--- src/rtl/ws2812_rx_if.sv ---
// Decoded-output bundle of the WS2812 receiver: pixel strobe, frame strobe and sticky error flags.
// The receiver drives it through the master modport; consumers use the slave modport.
interface ws2812_rx_if #(
  parameter int unsigned MAX_PIX = 64
);
  localparam int unsigned IdxW = (MAX_PIX > 1) ? $clog2(MAX_PIX) : 1;
  localparam int unsigned CntW = $clog2(MAX_PIX) + 1;

  logic            pixel_valid;
  logic [23:0]     pixel_data;
  logic [IdxW-1:0] pixel_idx;
  logic            frame_done;
  logic [CntW-1:0] pix_count;
  logic            err_glitch;
  logic            err_stuck;
  logic            err_partial;
  logic            err_overrun;

  modport master (
    output pixel_valid, pixel_data, pixel_idx, frame_done, pix_count,
    output err_glitch, err_stuck, err_partial, err_overrun
  );

  modport slave (
    input pixel_valid, pixel_data, pixel_idx, frame_done, pix_count,
    input err_glitch, err_stuck, err_partial, err_overrun
  );
endinterface

--- src/rtl/ws2812_rx.sv ---
// WS2812 NRZ receiver: measures high/low widths of the synchronized line in clk cycles and
// rebuilds 24-bit GRB pixels and frame boundaries, flagging glitches, stuck lines and short frames.
module ws2812_rx #(
  parameter int unsigned CLK_FRE   = 50_000_000,
  parameter int unsigned TH_NS     = 600,
  parameter int unsigned GLITCH_NS = 150,
  parameter int unsigned MAXH_NS   = 2000,
  parameter int unsigned RST_US    = 50,
  parameter int unsigned MAX_PIX   = 64
) (
  input  logic        clk,
  input  logic        rst_n,
  input  logic        ws2812_di_i,
  ws2812_rx_if.master rx_o
);

  // 64-bit arithmetic: CLK_FRE * ns overflows 32 bits at ordinary clock rates.
  localparam longint unsigned ClkL   = longint'(CLK_FRE);
  localparam int unsigned     Th     = 32'(ClkL * TH_NS / 64'd1_000_000_000);
  localparam int unsigned     Glitch = 32'(ClkL * GLITCH_NS / 64'd1_000_000_000);
  localparam int unsigned     MaxH   = 32'(ClkL * MAXH_NS / 64'd1_000_000_000);
  localparam int unsigned     Rst    = 32'(ClkL * RST_US / 64'd1_000_000);

  localparam int unsigned HW   = $clog2(MaxH + 2);
  localparam int unsigned LW   = $clog2(Rst + 1);
  localparam int unsigned IdxW = (MAX_PIX > 1) ? $clog2(MAX_PIX) : 1;
  localparam int unsigned CntW = $clog2(MAX_PIX) + 1;

  localparam logic [HW-1:0]   ThC      = HW'(Th);
  localparam logic [HW-1:0]   GlitchC  = HW'(Glitch);
  localparam logic [HW-1:0]   MaxHC    = HW'(MaxH);
  localparam logic [LW-1:0]   RstC     = LW'(Rst);
  localparam logic [CntW-1:0] MaxPixC  = CntW'(MAX_PIX);
  localparam logic [IdxW-1:0] LastIdxC = IdxW'(MAX_PIX - 1);

  typedef enum logic [1:0] {StSync, StIdle, StHigh, StLow} state_e;

  // Input synchronizer plus one delayed copy for edge detection.
  logic sync1_q, sync2_q, prev_q;
  logic line, rise, fall;

  always_ff @(posedge clk or negedge rst_n) begin
    if (!rst_n) begin
      sync1_q <= 1'b0;
      sync2_q <= 1'b0;
      prev_q  <= 1'b0;
    end else begin
      sync1_q <= ws2812_di_i;
      sync2_q <= sync1_q;
      prev_q  <= sync2_q;
    end
  end

  assign line = sync2_q;
  assign rise = sync2_q & ~prev_q;
  assign fall = ~sync2_q & prev_q;

  state_e          state_q;
  logic [HW-1:0]   hcnt_q;
  logic [LW-1:0]   lcnt_q;
  logic [4:0]      bit_cnt_q;
  logic [23:0]     shift_q;
  logic [CntW-1:0] pix_q;
  logic            emit_q;

  logic            pixel_valid_q;
  logic [23:0]     pixel_data_q;
  logic [IdxW-1:0] pixel_idx_q;
  logic            frame_done_q;
  logic [CntW-1:0] pix_count_q;
  logic            err_glitch_q, err_stuck_q, err_partial_q, err_overrun_q;

  always_ff @(posedge clk or negedge rst_n) begin
    if (!rst_n) begin
      state_q       <= StSync;
      hcnt_q        <= '0;
      lcnt_q        <= '0;
      bit_cnt_q     <= '0;
      shift_q       <= '0;
      pix_q         <= '0;
      emit_q        <= 1'b0;
      pixel_valid_q <= 1'b0;
      pixel_data_q  <= '0;
      pixel_idx_q   <= '0;
      frame_done_q  <= 1'b0;
      pix_count_q   <= '0;
      err_glitch_q  <= 1'b0;
      err_stuck_q   <= 1'b0;
      err_partial_q <= 1'b0;
      err_overrun_q <= 1'b0;
    end else begin
      pixel_valid_q <= 1'b0;
      frame_done_q  <= 1'b0;

      // Emit runs beside the FSM so a rising edge in the same cycle is still taken.
      if (emit_q) begin
        emit_q        <= 1'b0;
        pixel_valid_q <= 1'b1;
        pixel_data_q  <= shift_q;
        if (pix_q >= MaxPixC) begin
          err_overrun_q <= 1'b1;
          pixel_idx_q   <= LastIdxC;
        end else begin
          pixel_idx_q <= pix_q[IdxW-1:0];
          pix_q       <= pix_q + 1'b1;
        end
      end

      unique case (state_q)
        StSync: begin
          if (line) begin
            lcnt_q <= '0;
          end else if (lcnt_q == RstC) begin
            state_q <= StIdle;
          end else begin
            lcnt_q <= lcnt_q + 1'b1;
          end
        end

        StIdle: begin
          if (rise) begin
            state_q   <= StHigh;
            hcnt_q    <= HW'(1);
            bit_cnt_q <= '0;
            pix_q     <= '0;
          end
        end

        StHigh: begin
          if (hcnt_q > MaxHC) begin
            err_stuck_q <= 1'b1;
            state_q     <= StSync;
            lcnt_q      <= '0;
          end else if (fall) begin
            if (hcnt_q < GlitchC) begin
              err_glitch_q <= 1'b1;
              state_q      <= StSync;
              lcnt_q       <= '0;
            end else begin
              shift_q <= {shift_q[22:0], (hcnt_q >= ThC)};
              if (bit_cnt_q == 5'd23) begin
                bit_cnt_q <= '0;
                emit_q    <= 1'b1;
              end else begin
                bit_cnt_q <= bit_cnt_q + 1'b1;
              end
              state_q <= StLow;
              lcnt_q  <= LW'(1);
            end
          end else begin
            hcnt_q <= hcnt_q + 1'b1;
          end
        end

        StLow: begin
          if (lcnt_q == RstC) begin
            frame_done_q <= 1'b1;
            pix_count_q  <= pix_q;
            if (bit_cnt_q != '0) begin
              err_partial_q <= 1'b1;
            end
            bit_cnt_q <= '0;
            pix_q     <= '0;
            state_q   <= StIdle;
          end else if (rise) begin
            state_q <= StHigh;
            hcnt_q  <= HW'(1);
          end else begin
            lcnt_q <= lcnt_q + 1'b1;
          end
        end

        default: state_q <= StSync;
      endcase
    end
  end

  assign rx_o.pixel_valid = pixel_valid_q;
  assign rx_o.pixel_data  = pixel_data_q;
  assign rx_o.pixel_idx   = pixel_idx_q;
  assign rx_o.frame_done  = frame_done_q;
  assign rx_o.pix_count   = pix_count_q;
  assign rx_o.err_glitch  = err_glitch_q;
  assign rx_o.err_stuck   = err_stuck_q;
  assign rx_o.err_partial = err_partial_q;
  assign rx_o.err_overrun = err_overrun_q;

endmodule

--- src/flat_wrapper.sv ---
// flat-port wrapper written by rule: the top's interface ports become plain ports
module ws2812_rx_flat 
#(
  parameter int unsigned CLK_FRE   = 50_000_000,
  parameter int unsigned TH_NS     = 600,
  parameter int unsigned GLITCH_NS = 150,
  parameter int unsigned MAXH_NS   = 2000,
  parameter int unsigned RST_US    = 50,
  parameter int unsigned MAX_PIX   = 64
)
  (clk, rst_n, ws2812_di_i, rx_o_pixel_valid, rx_o_pixel_data, rx_o_pixel_idx, rx_o_frame_done, rx_o_pix_count, rx_o_err_glitch, rx_o_err_stuck, rx_o_err_partial, rx_o_err_overrun);
  ws2812_rx_if #(.MAX_PIX(MAX_PIX)) rx_o_i ();
  input  logic clk;
  input  logic rst_n;
  input  logic ws2812_di_i;
  output wire logic [$bits(rx_o_i.pixel_valid)-1:0] rx_o_pixel_valid;
  output wire logic [$bits(rx_o_i.pixel_data)-1:0] rx_o_pixel_data;
  output wire logic [$bits(rx_o_i.pixel_idx)-1:0] rx_o_pixel_idx;
  output wire logic [$bits(rx_o_i.frame_done)-1:0] rx_o_frame_done;
  output wire logic [$bits(rx_o_i.pix_count)-1:0] rx_o_pix_count;
  output wire logic [$bits(rx_o_i.err_glitch)-1:0] rx_o_err_glitch;
  output wire logic [$bits(rx_o_i.err_stuck)-1:0] rx_o_err_stuck;
  output wire logic [$bits(rx_o_i.err_partial)-1:0] rx_o_err_partial;
  output wire logic [$bits(rx_o_i.err_overrun)-1:0] rx_o_err_overrun;
  assign rx_o_pixel_valid = rx_o_i.pixel_valid;
  assign rx_o_pixel_data = rx_o_i.pixel_data;
  assign rx_o_pixel_idx = rx_o_i.pixel_idx;
  assign rx_o_frame_done = rx_o_i.frame_done;
  assign rx_o_pix_count = rx_o_i.pix_count;
  assign rx_o_err_glitch = rx_o_i.err_glitch;
  assign rx_o_err_stuck = rx_o_i.err_stuck;
  assign rx_o_err_partial = rx_o_i.err_partial;
  assign rx_o_err_overrun = rx_o_i.err_overrun;
  ws2812_rx #(.CLK_FRE(CLK_FRE), .TH_NS(TH_NS), .GLITCH_NS(GLITCH_NS), .MAXH_NS(MAXH_NS), .RST_US(RST_US), .MAX_PIX(MAX_PIX)) u_core (.clk(clk), .rst_n(rst_n), .ws2812_di_i(ws2812_di_i), .rx_o(rx_o_i));
endmodule
--- config.mk ---
export PLATFORM = sky130hd
export DESIGN_NAME = ws2812_rx_flat
export DESIGN_NICKNAME = d
export VERILOG_FILES = /design/src/rtl/ws2812_rx_if.sv /design/src/rtl/ws2812_rx.sv /design/src/flat_wrapper.sv
export SDC_FILE = /design/constraint.sdc
export NUM_CORES = 1
export LEC_CHECK = 0
export BUFFER_PORTS_ARGS = -buffer_cell sky130_fd_sc_hd__buf_2
export CORE_MARGIN = 5
export CORE_UTILIZATION = 45
export CTS_BUF_LIST = sky130_fd_sc_hd__clkbuf_8
export CTS_CLUSTER_SIZE = 25
export DETAILED_ROUTE_END_ITERATION = 10
export PLACE_DENSITY = 0.71
export SYNTH_ARGS = -nofsm -noshare
export SYNTH_HDL_FRONTEND = slang
export SYNTH_SLANG_ARGS = --single-unit
--- constraint.sdc ---
create_clock -name clk -period 3.3 [get_ports clk]
set_clock_uncertainty 0.05 [all_clocks]
set_input_delay 0.33 -clock clk [delete_from_list [all_inputs] [get_ports clk]]
set_output_delay 0.33 -clock clk [all_outputs]
set_load 0.01 [all_outputs]
==> impl_metrics.ini <==
[global_route]
grt_antenna_before_repair = 0
grt-ovfl-total = 0
largest_net_degree_at_the_start_of_global_routing = 105
grtUsageTotal_pct = 14.75
via_count_of_the_first_global_routing_pass = 3256
grt_pass1_wl_um = 15350

[synthesis]
synthCells = 450
synth_top_area_share_pct = 56.31
syn-num-nets = 462
synth_xor_area_share_pct = 1.516
share_of_async_settable_or_async_resettable_flops_after_synthesis_pct = 100.0
post_synth.cell_area_avg_um2 = 10.27
syn-cell-area_mm2 = 0.004622
synth-seq-area-share_pct = 56.31
most_frequent_cell_after_synthesis = sky130_fd_sc_hd__dfrtp_1
synth-warning-count = 0
synth.mux.area_fraction_pct = 6.930
synth_compound_gate_area_share_pct = 8.554
synth_seq_cells = 104
synth.cells.most_frequent = 104 x sky130_fd_sc_hd__dfrtp_1, 102 x sky130_fd_sc_hd__nand2_1, 40 x sky130_fd_sc_hd__nor2_1
synth-edff-count = 0
post_synth_and_or_nand_nor_area_fraction_pct = 21.09
netlist.top_cell.by_area = sky130_fd_sc_hd__dfrtp_1
synth_top_family_by_area = simple AND/OR/NAND/NOR gates
synth-adder-area-share_pct = 2.436
synth-main-ff-cell = sky130_fd_sc_hd__dfrtp_1
synth_cell_type_count = 50
synth.area.top_cells = sky130_fd_sc_hd__dfrtp_1 56%, sky130_fd_sc_hd__nand2_1 8.3%, sky130_fd_sc_hd__mux2_2 5.8%, sky130_fd_sc_hd__nor2_1 3.2%, sky130_fd_sc_hd__ha_1 2.4%

[placement]
dp_slack_ps = 738.9
detailed_place_hpwl_um = 5853
count_of_port_buffers_added_during_placement = 45
placed_area_mm2 = 0.004977
placed_cells = 619
finalWeightedCongestion = 0.8474

[floorplanning]
fp.dieH_um = 111.3
placementRows = 37
fp.coreArea_mm2 = 0.01018
design.portCount = 46
die_area_mm2 = 0.01240
initial_core_util_pct = 45.38
die_x_um = 111.3

[layout]
drive_gt1_share_pct = 21.36
non_filler_cells_final = 637
final_net_count = 508
n_antenna_cell = 0
area_growth_pct = 13.48
final_area_mm2 = 0.005245

[setup_path]
startpoint_type = flip-flop
setup.worst_path.start = u_core.state_q[1]
worst-endpoint-required_ps = 3550
critical_path.reg2reg.startpoint = u_core.state_q[1]
critical_path_class = reg -> reg
timing.critical_path.to_type = flip-flop
worst-endpoint-arrival_ps = 2880
path_max_fanout = 25

[sta]
post-route-min-period_ps = 2628
post-route-worst-setup-slack_ps = 672.3
final.period_utilization_pct = 79.63
final_layout_setup_total_negative_slack_ps = 0
slew_headroom_pct = 62.26
hold_violations = 0
final-max-slew-violation-count = 0
unrepaired_setup_endpoints_after_global_routing = false
finalSetupViolCount = 0
max_clock_freq_mhz = 380.6
timing_worst_slew_pin_value_ps = 564.9

[drt]
drt_first_iter_violations = 159
dr.pass1.iters = 4
drc = 0
drt-vias-per-instance = 5.210
antenna_left = 0
postRouteWirelength_um = 8659
mean_routed_wirelength_per_cell_um = 13.59
routed-via-count = 3319

[job]
cap_viol_max_count = 0

[pwr]
peak_supply_drop_uv = 275.4
cellPowerDensity_mw_per_mm2 = 438.9
p_leak_nw = 2.675

[clock_network]
clkSinkCount = 104
cts_made_buffers = 9
clockBufferDepth = 2
clk_pin_slew_worst_paths_ps = 100
clk-insertion-delay-late_ps = 370
cts_tree = built
h_tree_levels = 3
cts_root_buffer = sky130_fd_sc_hd__clkbuf_8

[min_path]
worst_hold_startpoint = u_core.sync1_q
class_of_the_tightest_hold_or_removal_check = reg -> reg

[status]
status = finished clean
-- where the power goes --
group | internal (mW) | leakage, nW | switching, mW
sequential | 1.28 | 1.44 | 0.00720
combinational | 0.0136 | 1.11 | 0.0354
clock | 0.512 | 0.121 | 0.456
total | 1.80 | 2.68 | 0.498
-- cells by family (layout without fill, tap and decap cells) --
| logic type | after synthesis | count (layout) |
|---|---|---|
| compound gates | 64 | 64 |
| xor+xnor | 8 | 8 |
| fa+ha+maj | 9 | 9 |
| buf+inv | 29 | 80 |
| flops | 104 | 104 |
| mux | 29 | 29 |
| simple gates | 207 | 207 |
-- final timing paths --
check,endpoint,slack [ps],cells past startpoint
worst max-delay path,u_core.bit_cnt_q[1],670,6
worst min-delay path,u_core.line,310,0
worst max register to register,u_core.bit_cnt_q[1],670,6
worst min register to register,u_core.line,310,0
max in group asynchronous,u_core.rx_o.pix_count[2],2290,3
min in group asynchronous,u_core.hcnt_q[5],500,3
-- metal layers --
metal | track usage, % | vias up | share of wire (%)
met5 | 0 | - | 0
met4 | 3.325 | 0 | 1.2
met3 | 3.696 | 11 | 3.5
met2 | 24.17 | 57 | 48
met1 | 19.98 | 1630 | 48
li1 | - | 1621 | -
-- state kept, by name, summed over array words and instances (netlist names) --
name,count
u_core.shift_q,24
u_core.hcnt_q,7
u_core.pix_q,7
u_core.sync1_q,1
u_core.rx_o.frame_done,1
u_core.prev_q,1
u_core.emit_q,1
u_core.rx_o.pixel_data,24
u_core.rx_o.err_partial,1
u_core.line,1
u_core.rx_o.pixel_valid,1
u_core.state_q,2
u_core.rx_o.err_stuck,1
u_core.rx_o.err_glitch,1
u_core.rx_o.err_overrun,1
u_core.bit_cnt_q,5
u_core.rx_o.pix_count,7
u_core.lcnt_q,12
u_core.rx_o.pixel_idx,6
-- timing repair --
action                                 4_1_cts  5_1_grt
setup endpoints to repair                    0        0
buffers inserted                             0        0
gates resized for setup                      0        0
hold buffers                                 2        0
endpoints found under the hold margin       82        0
-- layout by cell type, fill, tap and decap left out, types with 4 or more instances in the layout --
master                     count
sky130_fd_sc_hd__nor2_1       40
sky130_fd_sc_hd__dfrtp_1     104
sky130_fd_sc_hd__buf_2        44
sky130_fd_sc_hd__nand2_1     102
sky130_fd_sc_hd__buf_4         6
sky130_fd_sc_hd__a21oi_1      20
sky130_fd_sc_hd__o31ai_1       4
sky130_fd_sc_hd__nor3_1        4
sky130_fd_sc_hd__a31oi_1       8
sky130_fd_sc_hd__inv_1        11
sky130_fd_sc_hd__and3_1        7
sky130_fd_sc_hd__mux2i_1       5
sky130_fd_sc_hd__nand3_1       8
sky130_fd_sc_hd__nand2b_1      9
sky130_fd_sc_hd__ha_1          9
sky130_fd_sc_hd__mux2_2       24
sky130_fd_sc_hd__xnor2_1       6
sky130_fd_sc_hd__nand4_1       6
sky130_fd_sc_hd__nor2b_1       5
sky130_fd_sc_hd__o21ai_0      15
sky130_fd_sc_hd__clkbuf_8      9
-- through the flow --
step / hold slack [ps] / util, % / power [mW]
floorplan: -15.59 / - / 1.324
global placement: 285.2 / 48.87 / 1.359
detailed placement: 288.7 / 48.87 / 1.360
CTS: 311.5 / 51.50 / 2.326
global route: 325.3 / 51.50 / 2.393
finish: 307.5 / 51.50 / 2.302
-- cell type report --
class / count / area [um^2]
clock buffers: 9 / 123.9
clock inverters: 7 / 123.9
fillers: 905 / 4940
inverters: 11 / 41.29
multi-input cells: 317 / 1878
flip-flops and latches: 104 / 2603
well taps: 136 / 170.2
repair buffers: 53 / 305.3
-- worst max-delay path, cell delays in order (launching register included) --
cell,delay (ps)
sky130_fd_sc_hd__dfrtp_1,590
sky130_fd_sc_hd__nor2b_1,530
sky130_fd_sc_hd__nand2b_1,240
sky130_fd_sc_hd__or3_1,410
sky130_fd_sc_hd__buf_4,220
sky130_fd_sc_hd__a21oi_2,290
sky130_fd_sc_hd__mux2i_1,210
(Power assumes the default switching activity.)
